$ cat src/rtl/pio_fifo_bank.sv
// pio_fifo_bank: CHANNELS pairs of TX (host->machine) and RX (machine->host)
// FIFOs for the PIO block, with level reporting and sticky error flags.
//
// Optional feature macro: PIO_FIFO_JOIN_EN
//   defined   -> cfg_wr can join a channel's two FIFOs into one double-depth
//                FIFO (TX or RX); changing the join value flushes the channel.
//   undefined -> every channel is permanently in normal mode, cfg_* ignored.
//
// Ports:
//   clk, reset                   clock, synchronous active-high reset
//   host_ch/push/din/pull/dout   host side: push into TX, pop from RX of host_ch
//   m_pull/m_dout                per-channel machine pop of TX (FWFT head)
//   m_push/m_din                 per-channel machine push into RX
//   cfg_wr/ch/join_tx/join_rx    join mode load for one channel
//   tx_/rx_ full/empty/level     per-channel status (registered state)
//   overflow/underflow/err_clr   sticky error flags and per-channel clear

module pio_fifo_chan #(
  parameter int WIDTH = 32,
  parameter int DEPTH = 4,
  parameter int LW    = 4
) (
  input  logic             clk,
  input  logic             reset,
  input  logic             cfg_wr,
  input  logic             cfg_join_tx,
  input  logic             cfg_join_rx,
  input  logic             tx_push,
  input  logic [WIDTH-1:0] tx_din,
  input  logic             tx_pull,
  input  logic             rx_push,
  input  logic [WIDTH-1:0] rx_din,
  input  logic             rx_pull,
  input  logic             err_clr,
  output logic [WIDTH-1:0] tx_dout,
  output logic [WIDTH-1:0] rx_dout,
  output logic             tx_full,
  output logic             tx_empty,
  output logic             rx_full,
  output logic             rx_empty,
  output logic [LW-1:0]    tx_level,
  output logic [LW-1:0]    rx_level,
  output logic             overflow,
  output logic             underflow
);
  localparam int PW = $clog2(2*DEPTH);
  localparam logic [LW-1:0] CAP1 = LW'(DEPTH);
  localparam logic [LW-1:0] CAP2 = LW'(2*DEPTH);
  localparam logic [PW-1:0] RX_BASE = PW'(DEPTH);

  logic [WIDTH-1:0] mem [2*DEPTH];
  logic [PW-1:0] tx_rp, tx_wp, rx_rp, rx_wp;
  logic jtx, jrx, flush;

`ifdef PIO_FIFO_JOIN_EN
  always_ff @(posedge clk) begin
    if (reset) begin
      jtx <= 1'b0;
      jrx <= 1'b0;
    end else if (cfg_wr) begin
      jtx <= cfg_join_tx;
      jrx <= cfg_join_rx;
    end
  end
  assign flush = cfg_wr && ((cfg_join_tx != jtx) || (cfg_join_rx != jrx));
`else
  logic unused_cfg;
  assign jtx = 1'b0;
  assign jrx = 1'b0;
  assign flush = 1'b0;
  assign unused_cfg = cfg_wr ^ cfg_join_tx ^ cfg_join_rx;
`endif

  // Both join bits set falls back to normal mode.
  logic tx_jn, rx_jn;
  logic [LW-1:0] tx_cap, rx_cap;
  assign tx_jn  = jtx & ~jrx;
  assign rx_jn  = jrx & ~jtx;
  // A disabled direction has capacity 0, so it reads as both full and empty.
  assign tx_cap = tx_jn ? CAP2 : (rx_jn ? '0 : CAP1);
  assign rx_cap = rx_jn ? CAP2 : (tx_jn ? '0 : CAP1);

  assign tx_full  = (tx_level == tx_cap);
  assign tx_empty = (tx_level == '0);
  assign rx_full  = (rx_level == rx_cap);
  assign rx_empty = (rx_level == '0);

  // A full FIFO still accepts a push when a pull frees a slot the same cycle.
  logic tx_pull_ok, tx_push_ok, rx_pull_ok, rx_push_ok;
  assign tx_pull_ok = tx_pull && !tx_empty;
  assign tx_push_ok = tx_push && (!tx_full || tx_pull_ok);
  assign rx_pull_ok = rx_pull && !rx_empty;
  assign rx_push_ok = rx_push && (!rx_full || rx_pull_ok);

  logic ovf_set, unf_set;
  assign ovf_set = !flush && ((tx_push && !tx_push_ok) || (rx_push && !rx_push_ok));
  assign unf_set = !flush && ((tx_pull && !tx_pull_ok) || (rx_pull && !rx_pull_ok));

  // RX lives in the upper half of storage unless it owns the whole array.
  logic [PW-1:0] rx_base;
  assign rx_base = rx_jn ? '0 : RX_BASE;

  function automatic logic [PW-1:0] nxt(input logic [PW-1:0] p, input logic [LW-1:0] cap);
    nxt = (({1'b0, p} + LW'(1)) == cap) ? '0 : p + PW'(1);
  endfunction

  assign tx_dout = tx_empty ? '0 : mem[tx_rp];
  assign rx_dout = rx_empty ? '0 : mem[rx_rp + rx_base];

  always_ff @(posedge clk) begin
    if (!reset && !flush) begin
      if (tx_push_ok) mem[tx_wp] <= tx_din;
      if (rx_push_ok) mem[rx_wp + rx_base] <= rx_din;
    end
  end

  always_ff @(posedge clk) begin
    if (reset || flush) begin
      tx_rp <= '0; tx_wp <= '0; tx_level <= '0;
      rx_rp <= '0; rx_wp <= '0; rx_level <= '0;
    end else begin
      if (tx_push_ok) tx_wp <= nxt(tx_wp, tx_cap);
      if (tx_pull_ok) tx_rp <= nxt(tx_rp, tx_cap);
      if (rx_push_ok) rx_wp <= nxt(rx_wp, rx_cap);
      if (rx_pull_ok) rx_rp <= nxt(rx_rp, rx_cap);
      tx_level <= tx_level + LW'(tx_push_ok) - LW'(tx_pull_ok);
      rx_level <= rx_level + LW'(rx_push_ok) - LW'(rx_pull_ok);
    end
  end

  // Clear wins over a same-cycle set.
  always_ff @(posedge clk) begin
    if (reset) begin
      overflow  <= 1'b0;
      underflow <= 1'b0;
    end else if (err_clr) begin
      overflow  <= 1'b0;
      underflow <= 1'b0;
    end else begin
      if (ovf_set) overflow  <= 1'b1;
      if (unf_set) underflow <= 1'b1;
    end
  end
endmodule

module pio_fifo_bank #(
  parameter int CHANNELS = 4,
  parameter int WIDTH    = 32,
  parameter int DEPTH    = 4,
  localparam int CW = (CHANNELS > 1) ? $clog2(CHANNELS) : 1,
  localparam int LW = $clog2(2*DEPTH) + 1
) (
  input  logic                      clk,
  input  logic                      reset,
  input  logic [CW-1:0]             host_ch,
  input  logic                      host_push,
  input  logic [WIDTH-1:0]          host_din,
  input  logic                      host_pull,
  output logic [WIDTH-1:0]          host_dout,
  input  logic [CHANNELS-1:0]       m_pull,
  output logic [CHANNELS*WIDTH-1:0] m_dout,
  input  logic [CHANNELS-1:0]       m_push,
  input  logic [CHANNELS*WIDTH-1:0] m_din,
  input  logic                      cfg_wr,
  input  logic [CW-1:0]             cfg_ch,
  input  logic                      cfg_join_tx,
  input  logic                      cfg_join_rx,
  output logic [CHANNELS-1:0]       tx_full,
  output logic [CHANNELS-1:0]       tx_empty,
  output logic [CHANNELS-1:0]       rx_full,
  output logic [CHANNELS-1:0]       rx_empty,
  output logic [CHANNELS*LW-1:0]    tx_level,
  output logic [CHANNELS*LW-1:0]    rx_level,
  output logic [CHANNELS-1:0]       overflow,
  output logic [CHANNELS-1:0]       underflow,
  input  logic [CHANNELS-1:0]       err_clr
);
  logic [CHANNELS-1:0][WIDTH-1:0] tx_dout_a, rx_dout_a, m_din_a;
  logic [CHANNELS-1:0][LW-1:0]    tx_lvl_a, rx_lvl_a;

  assign m_din_a  = m_din;
  assign m_dout   = tx_dout_a;
  assign tx_level = tx_lvl_a;
  assign rx_level = rx_lvl_a;

  for (genvar g = 0; g < CHANNELS; g++) begin : g_ch
    logic hsel;
    assign hsel = (host_ch == CW'(g));
    pio_fifo_chan #(.WIDTH(WIDTH), .DEPTH(DEPTH), .LW(LW)) u_ch (
      .clk         (clk),
      .reset       (reset),
      .cfg_wr      (cfg_wr && (cfg_ch == CW'(g))),
      .cfg_join_tx (cfg_join_tx),
      .cfg_join_rx (cfg_join_rx),
      .tx_push     (host_push && hsel),
      .tx_din      (host_din),
      .tx_pull     (m_pull[g]),
      .rx_push     (m_push[g]),
      .rx_din      (m_din_a[g]),
      .rx_pull     (host_pull && hsel),
      .err_clr     (err_clr[g]),
      .tx_dout     (tx_dout_a[g]),
      .rx_dout     (rx_dout_a[g]),
      .tx_full     (tx_full[g]),
      .tx_empty    (tx_empty[g]),
      .rx_full     (rx_full[g]),
      .rx_empty    (rx_empty[g]),
      .tx_level    (tx_lvl_a[g]),
      .rx_level    (rx_lvl_a[g]),
      .overflow    (overflow[g]),
      .underflow   (underflow[g])
    );
  end

  // Out-of-range host_ch reads as an empty FIFO.
  always_comb begin
    host_dout = '0;
    for (int c = 0; c < CHANNELS; c++)
      if (host_ch == CW'(c)) host_dout = rx_dout_a[c];
  end
endmodule

$ cat config.mk
export PLATFORM = sky130hd
export DESIGN_NAME = pio_fifo_bank
export DESIGN_NICKNAME = d
export VERILOG_FILES = /design/src/rtl/pio_fifo_bank.sv
export SDC_FILE = /design/constraint.sdc
export NUM_CORES = 2
export LEC_CHECK = 0
export ABC_AREA = 0
export CAP_MARGIN = 20
export CORE_UTILIZATION = 45
export CTS_BUF_LIST = sky130_fd_sc_hd__clkbuf_2
export DETAILED_ROUTE_END_ITERATION = 6
export SLEW_MARGIN = 0
export SYNTH_ARGS = -nofsm -noshare
export SYNTH_HDL_FRONTEND = slang
export SYNTH_SLANG_ARGS = --single-unit
$ cat constraint.sdc
create_clock -name clk -period 9.6 [get_ports clk]
set_input_delay 0.96 -clock clk [delete_from_list [all_inputs] [get_ports clk]]
set_output_delay 0.96 -clock clk [all_outputs]
set_load 0.02 [all_outputs]
==> out/metrics.yaml <==
cts_tree: "built"
overflow: 0
ys_types: 65
crit_fanout: 41
synthToLayoutAreaGrowth_pct: 15.26
clk_pin_slew_ns: 0.09
async_reset_ff_frac: 0
max-slew-margin-rel: 0.2121
crit_path_start_kind: "flop"
die_area_mm2: 0.1457
fin_crit_ns: 6.514
synth_seq_cells: 1124
critPathRequiredTime_ns: 8.64
syn_area_mm2: 0.06487
synth_flop_cell: "edfxtp_1"
worst_clock_skew_ns: 0.1285
hold_viol: 0
grt_max_degree: 69
ant_nets: 0
outcome: "finished, final reports clean"
grt_usage: 0.2823
dpl_worst_slack_ns: 4.426
clkSinkCount: 1124
drtIter0Drc: 3796
die-height_um: 381.7
synth.largest_area_cell: "edfxtp_1"
clkLatencyLatePin_ns: 1.70
synth-edff-count: 1024
dr.pass1.iters: 5
remaining_drc_errors: 0
cts_resized: 0
crit_path_end_kind: "output port"
final_nets: 4929
fin_hold_ws_ns: 0.2262
hold_class: "in2reg"
ys_warn_count: 0
vdd_ir_drop_max_uv: 155.1
initial_utilization: 0.4560
fill_cells: 12230
antenna_found_initial: 26
drive_above_1_share: 0.4573
drt_wl_total_um: 207500
synth_top_area_frac: 0.4740
clockRootBuffer: "clkbuf_2"
grt_pass1_wl_um: 295900
core-area_mm2: 0.1423
setup_tns_ns: 0
max_freq_mhz: 153.5
grt_pass1_vias: 42520
h-tree-depth: 5
portBuffers: 393
synthesis.nets: 4374
rsz0062_at_grt: "no"
dp_hpwl_um: 128400
cts_buffers: 318
critPathKind: "reg2out"
period_share: 0.6785
maxCapViolations: 0
clockBufferDepth: 4
synth_area_leaders: "edfxtp_1 (47%), mux4_2 (17%), mux2_2 (17%), mux2i_1 (3.2%), dfxtp_1 (3.1%)"
wire_per_inst_um: 30.62
finalMaxSlewViolations: 0
setup_viol: 0
io_pins: 399
p_leak_nw: 24.27
synthMostInstantiatedCell: "edfxtp_1"
globalplace.congestion: 0.8248
yosysSeqAreaShare: 0.5049
worstMarginPinSlew_ns: 1.182
setup_slack_ns: 3.086
syn_area_per_cell_um2: 15.75
die_x_um: 381.7
viasPerCell: 6.121
synth_common_cells: "edfxtp_1 (1024), mux2_2 (957), mux4_2 (480), clkbuf_1 (217), mux2i_1 (209)"
pwr_density_cell_mw_per_mm2: 191.8
num_vias: 41490
syn_inst: 4118
rows: 138
crit_arrival_ns: 5.55
p_total_mw: 14.34
cell type report:
class / count / area [um^2] / share of cell area
inverters: 74 / 277.8 / 0.003715
multi-input cells: 2496 / 30430 / 0.4069
clock inverters: 36 / 188.9 / 0.002527
well taps: 1890 / 2365 / 0.03163
flip-flops and latches: 1124 / 32810 / 0.4388
repair buffers: 659 / 6246 / 0.08353
clock buffers: 485 / 2427 / 0.03246
diodes: 14 / 35.03 / 0.0004685
report_power, final:
group	total (mW)	internal (mW)	switching, mW
Clock	3.42	1.36	2.06
Combinational	5.08	2.33	2.75
Sequential	5.84	5.59	0.257
cells in the final DEF (no fill, tap or decap), types with 11 or more instances in the layout:
master           instances
nand3_1                 11
a211oi_1                15
o21ai_0                 13
nand3b_1                15
o211ai_1                32
nand2_1                 19
diode_2                 14
a22oi_1                128
ha_1                    65
mux2_4                  58
edfxtp_1              1024
nor3b_1                 11
nor2_1                 192
dlygate4sd3_1          128
clkdlybuf4s50_1        392
nand2b_1                28
o21bai_4                15
mux2_2                 957
mux4_2                 480
nand4_1                 35
dfxtp_4                 13
clkinv_1                29
a21oi_1                 49
mux2i_1                209
buf_4                  138
o21ai_4                 13
nor2b_1                 18
clkbuf_2               485
dfxtp_1                 80
inv_1                   73
worst max-delay path, stage by stage (launching register included):
cell and delay (ns):
dfxtp_4 0.66, buf_4 0.76, mux4_2 0.59, o211ai_1 0.76
nand4_1 0.47, clkdlybuf4s50_1 0.66
per-layer routing:
layer / part of all wire / global-route usage
met1: 0.41 / 0.3723
met2: 0.49 / 0.4624
met3: 0.080 / 0.06399
met4: 0.026 / 0.08904
met5: 0.00068 / 0
per-stage QoR:
step           instances    util  instance area, um^2
2_1_floorplan       4118       -                64870
3_3_place_gp        6114  0.4979                70840
3_5_place_dp        6114  0.4979                70840
4_1_cts             6763  0.5253                74730
5_1_grt             6771  0.5254                74760
6_report            6778  0.5256                74770
sequential cells by signal, indices dropped and copies added (netlist names), named ones only:
name	flops
g_ch.u_ch.overflow	4
g_ch.u_ch.mem	1024
g_ch.u_ch.underflow	4
g_ch.u_ch.tx_rp	12
g_ch.u_ch.rx_level	16
g_ch.u_ch.rx_wp	12
g_ch.u_ch.tx_level	16
g_ch.u_ch.rx_rp	12
g_ch.u_ch.tx_wp	12
cells by family (layout without fill, tap and decap cells):
logic type / after synthesis / in the layout / share of synthesized area
flip-flops: 1124 / 1124 / 0.5049
adder cells (fa/ha/maj): 73 / 73 / 0.01501
buffers and inverters: 498 / 1254 / 0.03402
AND/OR/NAND/NOR: 402 / 402 / 0.03267
multiplexers: 1713 / 1713 / 0.3800
XOR/XNOR: 17 / 17 / 0.002295
AO/OA/AOI/OAI: 291 / 291 / 0.03115
other: 0 / 14 / 0
worst paths after layout:
path / start / endpoint / slack [ns] / depth (start not counted)
worst max-delay path: g_ch[2].u_ch.rx_rp[0]$_SDFFE_PP0P_ / host_dout[3] / 3.09 / 5
worst min-delay path: m_din[78] / g_ch[2].u_ch.mem[7][14]$_DFFE_PP_ / 0.23 / 2
worst max register to register: g_ch[2].u_ch.rx_level[2]$_SDFF_PP0_ / g_ch[2].u_ch.mem[7][20]$_DFFE_PP_ / 6.02 / 9
worst min register to register: g_ch[1].u_ch.tx_rp[2]$_SDFFE_PP0P_ / flop / 0.45 / 2
repair_timing:
| action | CTS | global route |
|---|---|---|
| setup buffers | 0 | 0 |
| endpoints found under the setup margin | 0 | 0 |
| endpoints found under the hold margin | 824 | 0 |
| hold buffers | 128 | 0 |
Power figures use the tool's default switching activity.
==> variant, RTL diff (same settings) <==
Put a register stage on the output `tx_level`, without a reset. The value now appears one clock later. The other outputs are not delayed to match.
--- a/src/rtl/pio_fifo_bank.sv
+++ b/src/rtl/pio_fifo_bank.sv
@@ -176,4 +176,6 @@
   input  logic [CHANNELS-1:0]       err_clr
 );
+
+  logic [CHANNELS*LW-1:0] tx_level_d;
   logic [CHANNELS-1:0][WIDTH-1:0] tx_dout_a, rx_dout_a, m_din_a;
   logic [CHANNELS-1:0][LW-1:0]    tx_lvl_a, rx_lvl_a;
@@ -181,5 +183,5 @@
   assign m_din_a  = m_din;
   assign m_dout   = tx_dout_a;
-  assign tx_level = tx_lvl_a;
+  assign tx_level_d = tx_lvl_a;
   assign rx_level = rx_lvl_a;
 
@@ -219,4 +221,8 @@
       if (host_ch == CW'(c)) host_dout = rx_dout_a[c];
   end
+  always_ff @(posedge clk) begin
+    tx_level <= tx_level_d;
+  end
+
 endmodule
 
Behaviour: not the same (Yosys sat finds a counterexample within 4 cycles, from zero or initial values and one cycle with reset high).
==> variant against the unedited design <==
  * Global-route usage grew 0.14 points
  * Wire length grew 0.14%
  * Worst setup slack lost 0.10 ns
  * Total power grew 1.7%
  * Area after synthesis shrank 0.26%
  * Sequential cell count grew 16
  * Die area shrank 0.26%
  * Count of clock-buffer cells in the layout grew 25
  * Design area shrank 0.78%
  * Via count shrank 0.48%
  * Critical endpoint is now host_dout[5]
==> variant: results (changes against the unedited design) <==
stage;metric;value;unit;change
critical_path;cp-endpoint;host_dout[5];;
routing;drt_wl_total;207800;um;+0.14%
global_route;grt_pass1_wl;295700;um;about the same
global_route;grt_max_degree;60;;-13%
pwr;power.leakage;23.98;nW;-1.2%
critical_path;crit_fanout;37;;-9.8%
global_route;grt_use_met3;0.05802;;-0.005968
synth;synth_commonest_cells;edfxtp_1 (1,024), mux2_2 (1,020), mux4_2 (512);;
pwr;peakVddDrop;0.3366;mV;+120%
layout;drive_gt1_frac;0.4758;;+0.01850
layout;bufAreaShareNonClock;0.07559;;-0.007943
global_route;grt.total_usage;0.2837;;+0.001396
layout;sh_seq_area;0.4465;;+0.007739
critical_path;cp.arrival;5.66;ns;+0.11 ns
place;placed_area;0.07066;mm2;-0.25%
critical_path;reg2reg_to;g_ch[2].u_ch.mem[1][28]$_DFFE_PP_;;
global_route;grt_pass1_vias;41640;;-2.1%
layout;nMultiInputCombCells;2426;;-2.8%
layout;layout.nets;4822;;-2.2%
synth;synth_compound_area_frac;0.02757;;-0.003575
sta;relSlewSlack;0.2135;;+0.001476
synth;synth_mux_area_frac;0.3785;;-0.001459
synth;syn_nets;4307;;-1.5%
layout;n_all_buffers;594;;-9.9%
global_route;antenna_found_initial;35;;+35%
layout;multi_input_area_share;0.4041;;-0.002781
synth;synth-adder-area-share;0.01504;;+0.00003859
cts;ctsHoldBuffers;69;;-46%
layout;inverters_excl_clock;72;;-2.7%
layout;clk_share;0.03766;;+0.002670
layout;nClkBuffers;510;;+5.2%
run_status;outcome;finished clean;;
## variant: cell types whose count changed after synthesis, sizes merged, moves of 4 or more
cell / before / now
mux2i: 209 / 143
and3: 5 / 14
buf: 207 / 193
mux4: 480 / 512
dfxtp: 100 / 116
nor3b: 17 / 21
o211ai: 32 / 0
or4: 4 / 0
nor2: 195 / 190
## variant: per-stage QoR
step	utilization	worst slack, ns	std cells	hold slack [ns]
floorplan	-	4.679	4051	0.3308
global placement	0.4972	4.079	6053	0.3389
detailed placement	0.4972	4.059	6053	0.3412
CTS	0.5218	2.715	6688	0.0003907
global route	0.5220	2.606	6699	0.05756
finish	0.5221	2.982	6706	0.1883
## variant: where the power goes
part,total [mW],switching (mW),internal (mW)
registers,5.99,0.314,5.68
logic,5.04,2.74,2.31
clock network,3.56,2.14,1.41
total,14.6,5.19,9.39
## variant: critical path, cell delays in order, from the launching register on
cell and delay, ns:
dfxtp_4 0.79, buf_4 0.77, mux4_2 0.59, a22oi_1 0.61, nand4_1 0.53, clkdlybuf4s50_1 0.69
